File: src/rtl/param_sp_ram.sv
// Parametrised single-port RAM: registered read with valid strobe, per-lane write
// enables, out-of-range detection and a sweep that fills every word with CLR_VAL.
module param_sp_ram #(
  parameter int                 DATA_W  = 8,
  parameter int                 LANE_W  = 8,
  parameter int                 ADDR_W  = 6,
  parameter int                 DEPTH   = 64,
  parameter logic [DATA_W-1:0]  CLR_VAL = '0
) (
  input  logic                        clk,
  input  logic                        rst,
  input  logic                        en,
  input  logic                        mode,
  input  logic [ADDR_W-1:0]           addr,
  input  logic [DATA_W-1:0]           data_in,
  input  logic [DATA_W/LANE_W-1:0]    be,
  input  logic                        clr,
  output logic [DATA_W-1:0]           data_out,
  output logic                        rd_valid,
  output logic                        busy,
  output logic                        addr_err
);

  localparam int                LANES    = DATA_W / LANE_W;
  localparam logic [ADDR_W:0]   DEPTH_W  = (ADDR_W+1)'(DEPTH);
  localparam logic [ADDR_W-1:0] LAST_IDX = ADDR_W'(DEPTH - 1);

  typedef enum logic {CLEAR, IDLE} state_t;

  state_t              state_q, state_d;
  logic [ADDR_W-1:0]   cnt_q, cnt_d;
  logic [DATA_W-1:0]   data_out_q;
  logic                rd_valid_q;
  logic                addr_err_q;

  logic                accept;
  logic                in_range;
  logic                wr_en;
  logic [ADDR_W-1:0]   wr_addr;
  logic [DATA_W-1:0]   wr_data;
  logic [LANES-1:0]    wr_be;
  logic [DATA_W-1:0]   rd_word;

  // A clr request in IDLE wins over any access presented on the same edge.
  assign accept   = (state_q == IDLE) && !clr && en;
  assign in_range = {1'b0, addr} < DEPTH_W;

  // The sweep and normal writes share one write path; rst blocks both.
  always_comb begin
    wr_en   = 1'b0;
    wr_addr = addr;
    wr_data = data_in;
    wr_be   = be;
    if (!rst) begin
      if (state_q == CLEAR) begin
        wr_en   = 1'b1;
        wr_addr = cnt_q;
        wr_data = CLR_VAL;
        wr_be   = '1;
      end else begin
        wr_en = accept && mode && in_range;
      end
    end
  end

  generate
    for (genvar gi = 0; gi < LANES; gi++) begin : g_lane
      logic [LANE_W-1:0] mem [DEPTH];

      always_ff @(posedge clk) begin
        if (wr_en && wr_be[gi]) begin
          mem[wr_addr] <= wr_data[gi*LANE_W +: LANE_W];
        end
      end

      assign rd_word[gi*LANE_W +: LANE_W] = mem[addr];
    end
  endgenerate

  always_comb begin
    state_d = state_q;
    cnt_d   = cnt_q;
    case (state_q)
      CLEAR: begin
        if (cnt_q == LAST_IDX) begin
          state_d = IDLE;
        end else begin
          cnt_d = cnt_q + 1'b1;
        end
      end
      IDLE: begin
        if (clr) begin
          state_d = CLEAR;
          cnt_d   = '0;
        end
      end
      default: begin
        state_d = CLEAR;
        cnt_d   = '0;
      end
    endcase
  end

  always_ff @(posedge clk) begin
    if (rst) begin
      state_q    <= CLEAR;
      cnt_q      <= '0;
      data_out_q <= '0;
      rd_valid_q <= 1'b0;
      addr_err_q <= 1'b0;
    end else begin
      state_q    <= state_d;
      cnt_q      <= cnt_d;
      rd_valid_q <= accept && !mode;
      addr_err_q <= accept && !in_range;
      // Out-of-range reads still complete, returning zero.
      if (accept && !mode) begin
        data_out_q <= in_range ? rd_word : '0;
      end
    end
  end

  assign data_out = data_out_q;
  assign rd_valid = rd_valid_q;
  assign addr_err = addr_err_q;
  assign busy     = (state_q == CLEAR);

endmodule

File: config.mk
export PLATFORM = sky130hd
export DESIGN_NAME = param_sp_ram
export DESIGN_NICKNAME = d
export VERILOG_FILES = /design/src/rtl/param_sp_ram.sv
export SDC_FILE = /design/constraint.sdc
export NUM_CORES = 1
export LEC_CHECK = 0
export ABC_AREA = 1
export CAP_MARGIN = 30
export CELL_PAD_IN_SITES_DETAIL_PLACEMENT = 2
export CELL_PAD_IN_SITES_GLOBAL_PLACEMENT = 2
export CORE_MARGIN = 4
export CORE_UTILIZATION = 48
export CTS_BUF_LIST = sky130_fd_sc_hd__clkbuf_4 sky130_fd_sc_hd__clkbuf_8
export DETAILED_ROUTE_END_ITERATION = 10
export PLACE_DENSITY_LB_ADDON = 0.12
export SYNTH_ARGS = -nofsm -noshare
export SYNTH_HDL_FRONTEND = slang
export SYNTH_SLANG_ARGS = --single-unit
File: constraint.sdc
create_clock -name clk -period 5.9 [get_ports clk]
set_input_delay 0.59 -clock clk [delete_from_list [all_inputs] [get_ports clk]]
set_output_delay 0.59 -clock clk [all_outputs]
set_load 0.005 [all_outputs]
# Yosys cells after proc, flatten, opt, wreduce, memory -nomap -nowiden
# Memory sizes are Yosys's and may differ from the RTL's. A register that Yosys moved wholly into a read port is not among the register bits.
# Cells that the tools add are included.
# Widths: inputs -> output; s select.
[word_totals]
wordCells = 33
ram_bits = 512
output_inout_bits = 11
in_bits = 20
ff_bits = 8
memories = 1
[memory_table]
columns = ["memory", "words", "width", "read_ports", "rd_ports_with_merged_regs", "wr", "line", "source"]
rows = [
  ["g_lane[0].mem", 64, 8, 1, 1, 1, "68", "logic [LANE_W-1:0] mem [DEPTH];"],
]
[op_classes]
muxes = 16
add_sub_neg = 1
n_eq_ne = 3
bitwise_logic = 1
n_reduce_logical = 8
[ops]
columns = ["op", "count"]
rows = [
  ["$mux 6", 4],
  ["$mux 8", 2],
  ["$pmux 6 s2", 1],
  ["$mux 1", 8],
  ["$add 6x1->6 const B", 1],
  ["$eq 6x6->1 const B", 1],
  ["$logic_and 1x1->1", 5],
  ["$ne 2x2->1 const B", 2],
  ["$logic_not 1->1", 2],
  ["$pmux 1 s2", 1],
  ["$reduce_and 2->1", 1],
  ["$not 1->1", 1],
]

# Depth between registers and ports, before layout
# Gate-level depths: netlist of run 1.
[logic_depth]
word_depth = 9
mapped_depth = 14
depth_no_buf = 11

# Worst setup path after synthesis of run 1
# OpenSTA, ideal clock, no wires.
[synth_timing]
kind = "input -> register"
start = "in rst"
end = "mem g_lane[0].mem[0][0], data pin"
n_path_buf = 2
setup_time_ns = 0.500
slack_ns = 2.909
path_stages = 4
t_required_ns = 5.400
arrival_ns = 2.491
path_cell_list = "nor2_4 > buf_6 > clkbuf_1 > nor2_1"
[synth_via]
elab_chain_len = 1
[synth_rtl]
columns = ["item", "line", "source"]
rows = [
  ["start, declared", "11", "input logic rst,"],
  ["$mux 8", "54", "if (!rst) begin"],
  ["via wr_data[0]", "40", "logic [DATA_W-1:0] wr_data;"],
  ["end, declared", "68", ""],
]
# The timed path passes the listed nets, and every way through them passes these cells.

# Final worst setup path of run 1
[layout_timing]
start = "in rst"
end = "mem g_lane[0].mem[20][0], enable pin"
[layout_via]
elab_chain_len = 4
elab_cells_between_ends = 6
classes_between = "5 x mux; 1 x reduce/logical"
[layout_rtl]
columns = ["item", "line", "source"]
rows = [
  ["$mux 1", "54", ""],
  ["$logic_and 1x1->1", "71", "if (wr_en && wr_be[gi]) begin"],
  ["$mux 1", "71", ""],
  ["$mux 1 (not written as such)", "72", "mem[wr_addr] <= wr_data[gi*LANE_W +: LANE_W];"],
]
# Parallel ways exist; a longest one is shown, timed or not.

==> results of run 1 <==
-- registers in the layout, indices dropped and copies added (netlist names) --
| register | count |
|---|---|
| g_lane.mem | 512 |
| data_out | 8 |
| cnt_q | 6 |
| rd_valid | 1 |
| state_q | 1 |
-- worst max-delay path by stage --
stage,from,to,slack (ns)
2_1_floorplan,rst,g_lane[0].mem[0][0],2.91
3_3_place_gp,rst,g_lane[0].mem[62][1],2.04
3_5_place_dp,rst,g_lane[0].mem[63][1],1.78
4_1_cts,rst,g_lane[0].mem[63][1],2.51
5_1_grt,rst,g_lane[0].mem[20][7],2.17
6_report,rst,g_lane[0].mem[20][0],2.30
-- where the power goes --
group	internal (mW)	switching (mW)	total (mW)
clock network	1.80	1.55	3.34
logic	0.129	0.445	0.574
registers	4.14	0.00784	4.14
-- worst register-to-register path: stages (launching register included) --
cell	delay, ns
sky130_fd_sc_hd__dfxtp_1	0.37
sky130_fd_sc_hd__nor2_4	0.40
sky130_fd_sc_hd__o21ai_2	0.19
sky130_fd_sc_hd__inv_1	0.20
sky130_fd_sc_hd__nand4_2	0.62
sky130_fd_sc_hd__nor2_1	1.12
-- logic make-up (layout without fill, tap and decap cells) --
logic type | Yosys count | count (layout) | share of synthesized area
AOI/OAI and AO/OA | 14 | 14 | 0.005207
adders and majority gates | 1 | 1 | 0.0005721
buffers and inverters | 153 | 249 | 0.03879
DFF | 528 | 528 | 0.7177
other | 1 | 2 | 0.0001715
and+or+nand+nor | 1196 | 1196 | 0.2376
-- Yosys cell counts (5+ instances only) --
cell / instances
sky130_fd_sc_hd__buf_1: 14
sky130_fd_sc_hd__buf_2: 46
sky130_fd_sc_hd__buf_4: 31
sky130_fd_sc_hd__buf_6: 13
sky130_fd_sc_hd__clkbuf_1: 10
sky130_fd_sc_hd__dfxtp_1: 16
sky130_fd_sc_hd__edfxtp_1: 512
sky130_fd_sc_hd__inv_1: 32
sky130_fd_sc_hd__inv_2: 5
sky130_fd_sc_hd__nand2_1: 602
sky130_fd_sc_hd__nand3_1: 476
sky130_fd_sc_hd__nand4_2: 8
sky130_fd_sc_hd__nor2_1: 97
sky130_fd_sc_hd__o21ai_2: 5
-- area by class of cell --
cell class                 instances  area share
clock inverter                    30    0.008475
multi-input combinational       1212      0.2211
antenna                            1   0.0001027
timing repair buffer              57     0.02655
tap                              592     0.03041
sequential                       528      0.6443
inverter                          39    0.006317
clock buffer                     123     0.06281
-- layer usage --
metal / vias up / global-route usage
met5: - / 0
met2: 564 / 0.5420
met3: 177 / 0.05301
li1: 6720 / -
met4: 0 / 0.1335
met1: 8007 / 0.3695
-- stage by stage --
stage	hold WS [ns]	instance area, µm²	std cells	utilization
after global routing	0.5477	24360	2581	0.5461
after CTS	0.5068	24190	2575	0.5424
after floorplan	0.4509	21870	1893	-
final	0.5119	24360	2582	0.5461
after global placement	0.4925	22430	2421	0.5028
after detailed placement	0.4959	22460	2422	0.5034
==> parameters.txt, run 1 <==
Parameter                              Value

Outcome
  Status    finished clean

Critical path
  Startpoint of the most critical register-to-register path    state_q
  Largest fanout on the critical path    14
  Worst path arrival time    around 3.9 ns
  Required time of the worst setup path    slightly above 6 ns
  Endpoint type of the worst setup path    flop
  Family with the most delay on the worst path    simple AND/OR/NAND/NOR gates
  Ordered list of cells on the worst path    clkdlybuf4s50_1 > nor2_4 > o21ai_2 > inv_1 > nand4_2 > nor2_1
  Crit. path cell count    6
  Worst-case register-to-register setup slack    approximately 2.6 ns
  Endpoint of the lowest-slack register-to-register path    g_lane[0].mem[20][0]
  Stage delay of the slowest cell on the critical path    between 1 and 1.5 ns
  Worst path buffer plus inverter count    2
  Setup CP Type    in2reg
  Critical-path cell with the highest stage delay    sky130_fd_sc_hd__nor2_1
  Worst reg-to-reg path cell count    5
  Worst Setup Start Kind    input port

Yosys
  Cell taking the most area after synthesis    sky130_fd_sc_hd__edfxtp_1
  Number of unique standard cell types used by synthesis    30
  Area fraction of the dominant cell type after synthesis    0.7031
  Most frequently used flop master after synthesis    sky130_fd_sc_hd__edfxtp_1
  Mapped Avg Cell Area    11.55 µm²
  Number of standard cells after synthesis    between 1500 and 2000
  Number of enable-type register cells in the synthesized netlist    approximately 510
  Cell area after synthesis    approximately 22000 µm²
  Asr flop ratio synth    0
  Most area-consuming cells after synthesis    sky130_fd_sc_hd__edfxtp_1, sky130_fd_sc_hd__nand3_1, sky130_fd_sc_hd__nand2_1
  Share of synthesized area occupied by flip-flops and latches    0.7177
  Number of nets in the synthesized netlist    between 1500 and 2000
  Yosys warning count    0
  Number of register bits inferred by synthesis    528

Drt
  DRC violations left    0
  Via count    15468
  Met3 WL post-DR    a little over 4000 µm
  Detail Route met2 WL    between 30000 and 40000 µm
  Post-detailed-route via-to-cell ratio    between 5 and 6
  Uppermost metal layer occupied by signal nets    met4
  Sum of routed wire segments on met1    30430 µm
  Number of iterations in the first detailed-routing pass    5
  Total wire length    77570 µm
  Number of nets still failing antenna checks after routing    0
  Drt wl/cell    around 30 µm
  DRT iter0 DRCs    ~1400

Clock tree
  Number of sinks on the clock net    roughly 530
  CTS buffer count    90
  Resized cells post-CTS    0
  Source-to-sink clock delay at the later pin of the worst-skew pair    about 0.68 ns
  CTS clock-pin slew for the worst setup and hold paths    about 0.06 ns
  H-tree depth    3
  Clock root buffer    sky130_fd_sc_hd__clkbuf_8
  Buffers inserted during post-CTS setup optimization    0
  Clk buf depth    3
  Number of buffers inserted by hold repair at cts    0
  TritonCTS clock tree    yes

Power
  Post-layout total power    8.063 mW
  Leakage dissipation    between 8 and 9 nW
  Power per cell area    331.0 nW/µm²
  Worst voltage drop across the vdd grid    around 0.00024 V

Global routing
  Grt total ovfl    0
  Number of antenna violations at the first check in global routing    0
  Global-route wire length before repair    ~110000 µm
  Global Route Usage Sum    0.3059
  Largest net degree at the start of global routing    approximately 190
  Vias in the first global route    ~17000

Placed design
  Pre-CTS WS    approximately 1.8 ns
  Count of buffers inserted at the top-level ports    29
  Final HPWL DP    44510 µm
  Final Wtd Congestion    between 0.7 and 0.8

Worst hold path
  Instance count along the most critical hold path    2
  Worst hold path type    reg2reg
  End point of the worst hold path    cnt_q[4]
  Startpoint of the lowest-slack hold path    cnt_q[3]

STA
  Final setup slack of the worst path    ~2.3 ns
  Transition time of the tightest slew-check pin    1.133 ns
  Max-slew violation total from the final report    0
  Final-report setup violation count    0
  Unrepaired setup endpoints after global routing    no
  Final hold violations    0
  Headroom to the max-slew limit    0.2419
  Achievable Freq    approximately 280 MHz
  Crit path time final    between 3 and 4 ns
  Summed negative setup slack over all endpoints    0 ns
  Final worst path period share    0.6105
  Final Skew    around 0.030 ns

Floorplanning
  Starting density of the core    0.4903
  Standard-cell rows    77
  Width of the chip    221.4 µm
  Top-level port count    31
  Die extent in y    221.4 µm
  Core box area    between 40000 and 50000 µm²
  Die ar.    roughly 49000 µm²

Cells and area
  Share of post-route cells with drive strength above 1    0.1031
  Net count, final    slightly below 2000
  Register cell area after layout    between 15000 and 20000 µm²
  Multi-input logic area    5385 µm²
  Area growth from synthesis to layout    11.40%
  Count of filler cells inserted in the layout    4244
  Leading cell types in the layout, fill and taps excluded    sky130_fd_sc_hd__nand2_1, sky130_fd_sc_hd__edfxtp_1, sky130_fd_sc_hd__nand3_1
  Most common cell after layout, fill and taps aside    sky130_fd_sc_hd__nand2_1

Flow run
  Number of maximum-capacitance violations    0
No activity file was read; power rests on OpenSTA's default activity.
==> inputs of run 2 (changes only) <==
Settings changed: CORE_UTILIZATION 48 to 45.
Clock period 5.9 ns to 3.44 ns, I/O delays scaled along.
==> run 2 against run 1 <==
Effect of this change: global-route usage down 3.3 points; die area up 6.4%; clock skew down 0.012 ns; non-clock buffer count up 40; sequential share of layout area down 0.73 points.
==> parameters.txt, run 2 (same netlist as run 1, synthesis figures left out) <==
Parameter                              Value

Drt
  Post-detailed-route via-to-cell ratio    5.789 (-3.4%)
  Number of iterations in the first detailed-routing pass    5 (unchanged)
  Total wire length    72610 µm (-6.4%)
  DRC violations left    0 (unchanged)
  Number of nets still failing antenna checks after routing    0 (unchanged)
  Via count    15284 (-1.2%)
  Drt wl/cell    27.50 µm (-8.5%)
  DRT iter0 DRCs    1142 (-19%)

Global routing
  Global routing usage on met2    0.4939 (-0.04803)
  Global Route Usage Sum    0.2733 (-0.03260)
  Number of antenna violations at the first check in global routing    0 (unchanged)
  Largest net degree at the start of global routing    195 (+5.4%)
  Global-route wire length before repair    107000 µm (-4.4%)
  Met1 demand-to-capacity share in global routing    0.3339 (-0.03560)
  Met3 global-route usage    0.04624 (-0.006772)
  Grt total ovfl    0 (unchanged)
  Vias in the first global route    16909 (-1.0%)
  Most crowded layer after global routing    met2

Clock tree
  Resized cells post-CTS    0 (unchanged)
  Buffers inserted during post-CTS setup optimization    0 (unchanged)
  CTS buffer count    89 (-1.1%)
  Clock root buffer    sky130_fd_sc_hd__clkbuf_8
  Clk buf depth    3 (unchanged)
  CTS clock-pin slew for the worst setup and hold paths    0.06 ns (about the same)
  Number of sinks on the clock net    528 (unchanged)
  Number of buffers inserted by hold repair at cts    0 (unchanged)
  H-tree depth    3 (unchanged)
  Source-to-sink clock delay at the later pin of the worst-skew pair    0.66 ns (-0.02 ns)
  TritonCTS clock tree    yes

Cells and area
  Share of post-route cells with drive strength above 1    0.1220 (+0.01891)
  Most common cell after layout, fill and taps aside    sky130_fd_sc_hd__nand2_1
  Area growth from synthesis to layout    12.67%
  Count of filler cells inserted in the layout    4705 (+11%)
  Total inserted antenna cells    0 (-1)
  Post-route standard cell area excluding fillers    24640 µm² (+1.1%)
  Net count, final    1988 (+2.0%)
  Post-layout instance count excluding filler cells    2640 (+2.2%)
  Flip-flop count of the largest register, all copies and words added    512 (unchanged)
  Top register by number of flip-flops    g_lane.mem
  Leading cell types in the layout, fill and taps excluded    sky130_fd_sc_hd__nand2_1, sky130_fd_sc_hd__edfxtp_1, sky130_fd_sc_hd__nand3_1

STA
  Final worst path period share    0.8351
  Summed negative setup slack over all endpoints    0 ns (unchanged)
  Final hold violations    0 (unchanged)
  Final Skew    0.01829 ns (-0.01213 ns)
  Headroom to the max-slew limit    0.3625 (+0.1205)
  Final-report setup violation count    0 (unchanged)
  Unrepaired setup endpoints after global routing    no
  Max-slew violation total from the final report    0 (unchanged)
  Crit path time final    about 2.9 ns
  Achievable Freq    around 350 MHz
  Transition time of the tightest slew-check pin    0.9563 ns (-0.1766 ns)

Power
  Switching part of the total power    0.2393 (-0.009062)
  Power per cell area    547.9 nW/µm² (+66%)
  Sequential share of power    0.526 (+0.012)
  Clock power frac    0.401 (-0.014)
  Internal power    10.27 mW (+69%)
  Post-layout total power    13.50 mW (+67%)
  Leakage dissipation    8.964 nW (+2.0%)
  Worst voltage drop across the vdd grid    0.0004350 V (+83%)
  Switching Power    3.230 mW (+61%)
  Combinational power share    0.072 (about the same)

Critical path
  Family with the most delay on the worst path    simple AND/OR/NAND/NOR gates
  Endpoint type of the worst setup path    flop
  Largest fanout on the critical path    14 (unchanged)
  Worst path buffer plus inverter count    2 (unchanged)
  Setup CP Type    reg2reg
  Worst Setup Start Kind    flop
  Required time of the worst setup path    3.73 ns (-2.46 ns)
  Worst path arrival time    3.17 ns (-0.72 ns)
  Critical-path cell with the highest stage delay    sky130_fd_sc_hd__nor2_1
  Stage delay of the slowest cell on the critical path    0.59 ns (-0.53 ns)
  Ordered list of cells on the worst path    nor2_4 > o21ai_2 > inv_1 > nand4_2 > buf_4 > nor2_1

Flow run
  Number of maximum-capacitance violations    0 (unchanged)

Floorplanning
  Die ar.    52190 µm² (+6.4%)
  Die extent in y    228.4 µm (+3.2%)
  Width of the chip    228.4 µm (+3.2%)
  Standard-cell rows    80 (+3.9%)
  Top-level port count    31 (unchanged)
  Starting density of the core    0.4571 (-0.03319)
  Core box area    47850 µm² (+7.3%)

Outcome
  Status    finished clean

Placed design
  Number of placed cells counting well taps    2491 (+2.8%)
  Final Wtd Congestion    0.7952 (+1.5%)
  Count of buffers inserted at the top-level ports    29 (unchanged)
  Final HPWL DP    45500 µm (+2.2%)
  Placed inst area    22960 µm² (+2.2%)

Worst hold path
  Worst hold path type    in2reg
==> run 2: cell types whose count changed in the layout (fill, tap and decap cells not counted), sizes merged <==
| cell | previous run | this run |
|---|---|---|
| clkinv | 27 | 21 |
| bufinv | 3 | 1 |
| diode | 1 | 0 |
| clkinvlp | 1 | 2 |
| buf | 31 | 71 |
| clkbuf | 123 | 126 |
==> run 2: path summary, 6_finish.rpt <==
check | startpoint | end | slack [ns] | cells after the start
setup / recovery | state_q | g_lane[0].mem[42][6] | 0.57 | 6
hold / removal | mode | rd_valid | 0.31 | 2
setup reg to reg | state_q | g_lane[0].mem[42][6] | 0.57 | 6
hold reg to reg | cnt_q[3] | cnt_q[4] | 0.52 | 2
==> run 2: worst reg2reg max path: cells and delay by family (launching register included) <==
kind	cells	cell delay, ns
AO/OA/AOI/OAI	1	0.22
buffers and inverters	2	0.53
flip-flops	1	0.37
AND/OR/NAND/NOR	3	1.39
==> run 2: layout make-up <==
cell class	count	area [µm²]	share of cell area
tap	615	769.5	0.03123
timing repair buffer	97	957.2	0.03885
clock inverter	23	131.4	0.005332
multi-input combinational	1212	5385	0.2186
inverter	39	153.9	0.006246
sequential	528	15700	0.6370
clock buffer	126	1546	0.06277
==> run 2: routing by layer <==
layer | vias up | wire length (µm) | share of wire
li1 | 6780 | - | -
met2 | 423 | 37940 | 0.52
met5 | - | 0 | 0
met3 | 139 | 3173 | 0.044
met4 | 0 | 2189 | 0.030
met1 | 7942 | 29300 | 0.40
==> run 2: through the flow <==
step                      hold slack, ns  worst slack, ns    util
after floorplan                   0.4208           0.5753       -
after global placement            0.4826           0.3138  0.4799
after detailed placement          0.5129         0.005718  0.4799
after CTS                         0.2632           0.5198  0.5150
after global routing              0.2804           0.3834  0.5150
final                             0.3100           0.5673  0.5150
==> run 2: power by group through the flow <==
stage	combinational [mW]	clock, mW	sequential, mW
detailed placement	0.962	0	7.24
finish	0.974	5.42	7.11
floorplan	0.555	0	7.24
CTS	0.971	5.52	7.11
global route	1.04	5.81	7.11
global placement	0.909	0	7.24
==> inputs of run 3 (changes only) <==
Clock period 3.44 ns to 3 ns, I/O delays scaled along.
==> run 3 against run 2 <==
Effect of this change: die area unchanged; global-route usage up 1.6 points; flip-flop and latch count unchanged; routed wire length up 5.3%; highest routed layer is now met5.
==> parameters.txt, run 3 (same netlist as run 1, synthesis figures left out) <==
Parameter                              Value

Floorplanning
  Standard-cell rows    80 (unchanged)
  Die extent in y    228.4 µm (unchanged)
  Core box area    47850 µm² (unchanged)
  Die ar.    52190 µm² (unchanged)
  Starting density of the core    0.4571 (unchanged)
  Width of the chip    228.4 µm (unchanged)
  Top-level port count    31 (unchanged)

Power
  Switching Power    3.951 mW (+22%)
  Sequential share of power    0.518 (-0.008)
  Combinational power share    0.075 (+0.003)
  Worst voltage drop across the vdd grid    0.0004295 V (-1.3%)
  Post-layout total power    15.71 mW (+16%)
  Internal power    11.76 mW (+14%)
  Power per cell area    627.5 nW/µm² (+15%)
  Clock power frac    0.407 (+0.006)
  Switching part of the total power    0.2515 (+0.01224)
  Leakage dissipation    9.199 nW (+2.6%)

STA
  Summed negative setup slack over all endpoints    0 ns (unchanged)
  Max-slew violation total from the final report    0 (unchanged)
  Crit path time final    2.472 ns (-0.4010 ns)
  Achievable Freq    404.6 MHz (+16%)
  Headroom to the max-slew limit    0.4386 (+0.07608)
  Final hold violations    0 (unchanged)
  Final setup slack of the worst path    0.5282 ns (-0.03902 ns)
  Final worst path period share    0.8239 (-0.01118)
  Final-report setup violation count    0 (unchanged)
  Unrepaired setup endpoints after global routing    no
  Hold Slack    0.2347 ns (-0.07528 ns)
  Final Skew    0.03147 ns (+0.01319 ns)
  Transition time of the tightest slew-check pin    0.8391 ns (-0.1172 ns)

Cells and area
  Share of post-route cells with drive strength above 1    0.1372 (+0.01524)
  Area growth from synthesis to layout    14.46%
  Count of filler cells inserted in the layout    4636 (-1.5%)
  Register cell area after layout    15700 µm² (unchanged)
  Leading cell types in the layout, fill and taps excluded    sky130_fd_sc_hd__nand2_1, sky130_fd_sc_hd__edfxtp_1, sky130_fd_sc_hd__nand3_1
  Top register by number of flip-flops    g_lane.mem
  Multi-input logic area    5385 µm² (unchanged)
  Final cell utilization of the core    0.5232 (+0.008211)
  Net count, final    2025 (+1.9%)
  Flip-flop count of the largest register, all copies and words added    512 (unchanged)
  Most common cell after layout, fill and taps aside    sky130_fd_sc_hd__nand2_1
  Total inserted antenna cells    0 (unchanged)

Placed design
  Pre-CTS WS    0.1403 ns (+0.1346 ns)
  Final HPWL DP    46870 µm (+3.0%)
  Final Wtd Congestion    0.8323 (+4.7%)
  Count of buffers inserted at the top-level ports    29 (unchanged)

Drt
  Number of iterations in the first detailed-routing pass    5 (unchanged)
  Post-detailed-route via-to-cell ratio    5.844 (+0.95%)
  Total wire length    76440 µm (+5.3%)
  Drt wl/cell    28.39 µm (+3.2%)
  DRT iter0 DRCs    1467 (+28%)
  Via count    15733 (+2.9%)
  Number of nets still failing antenna checks after routing    0 (unchanged)
  DRC violations left    0 (unchanged)

Global routing
  Global-route wire length before repair    112600 µm (+5.2%)
  Global Route Usage Sum    0.2891 (+0.01578)
  Met3 global-route usage    0.05720 (+0.01097)
  Number of antenna violations at the first check in global routing    1 (+1)
  Grt total ovfl    0 (unchanged)
  Met1 demand-to-capacity share in global routing    0.3593 (+0.02540)
  Most crowded layer after global routing    met2
  Largest net degree at the start of global routing    145 (-26%)
  Vias in the first global route    17410 (+3.0%)
  Global routing usage on met2    0.5010 (+0.007039)

Clock tree
  Number of sinks on the clock net    528 (unchanged)
  Number of buffers inserted by hold repair at cts    0 (unchanged)
  CTS buffer count    89 (unchanged)
  Clock root buffer    sky130_fd_sc_hd__clkbuf_8
  Resized cells post-CTS    0 (unchanged)
  CTS clock-pin slew for the worst setup and hold paths    0.06 ns (about the same)
  TritonCTS clock tree    yes
  Buffers inserted during post-CTS setup optimization    0 (unchanged)
  Clk buf depth    3 (unchanged)
  Source-to-sink clock delay at the later pin of the worst-skew pair    0.71 ns (+0.05 ns)
  H-tree depth    3 (unchanged)

Critical path
  Worst path arrival time    2.78 ns (-0.39 ns)
  Required time of the worst setup path    3.31 ns (-0.42 ns)
  Largest fanout on the critical path    17 (+3)
  Endpoint type of the worst setup path    flop
  Worst Setup Start Kind    flop
  Setup CP Type    reg2reg

Worst hold path
  Worst hold path type    in2reg

Outcome
  Status    finished clean

Flow run
  Number of maximum-capacitance violations    0 (unchanged)
==> run 3: cell types whose count changed in the layout (fill, tap and decap cells not counted), sizes merged <==
| cell | delta |
|---|---|
| clkinv | +15 |
| clkbuf | -3 |
| inv | +4 |
| buf | +37 |
| clkinvlp | -1 |
==> run 3: worst max-delay path, stage by stage (launching register included) <==
cell and delay [ns]:
sky130_fd_sc_hd__dfxtp_1 0.46, sky130_fd_sc_hd__nor2_4 0.08, sky130_fd_sc_hd__buf_12 0.16, sky130_fd_sc_hd__nand2_1 0.08
sky130_fd_sc_hd__o21ai_2 0.09, sky130_fd_sc_hd__nor2_1 0.18, sky130_fd_sc_hd__nand2_1 0.31, sky130_fd_sc_hd__nor2_1 0.73
==> run 3: per-stage QoR <==
step | instances | instance area, µm²
global route | 2692 | 25030
global placement | 2528 | 23310
finish | 2692 | 25030
detailed placement | 2528 | 23310
floorplan | 1893 | 21870
CTS | 2692 | 25030
==> run 3: layer usage <==
layer / vias up / share of wire
met2: 510 / 0.50
met1: 8171 / 0.40
met4: 2 / 0.039
met3: 180 / 0.055
met5: - / 0.00014
li1: 6870 / -
==> run 3: layout make-up <==
cell class | instances | share of cell area
Timing Repair Buffer | 134 | 0.05233
Tap cell | 615 | 0.03074
Multi-Input combinational cell | 1212 | 0.2151
Clock inverter | 41 | 0.008747
Sequential cell | 528 | 0.6270
Clock buffer | 123 | 0.05988
Inverter | 39 | 0.006148
==> run 3: power by group through the flow <==
| stage | Sequential (mW) | Combinational [mW] | Clock [mW] |
|---|---|---|---|
| 2_1_floorplan | 8.30 | 0.636 | 0 |
| 6_report | 8.14 | 1.17 | 6.39 |
| 3_3_place_gp | 8.29 | 1.09 | 0 |
| 4_1_cts | 8.14 | 1.17 | 6.48 |
| 5_1_grt | 8.14 | 1.25 | 6.84 |
| 3_5_place_dp | 8.30 | 1.15 | 0 |
==> run 3: worst paths after layout <==
path              cells past startpoint  slack [ns]              endpoint     start
hold / removal                        2        0.23              rd_valid      mode
setup / recovery                      7        0.53  g_lane[0].mem[26][1]   state_q
setup reg to reg                      7        0.53  g_lane[0].mem[26][1]   state_q
hold reg to reg                       2        0.51              cnt_q[4]  cnt_q[3]
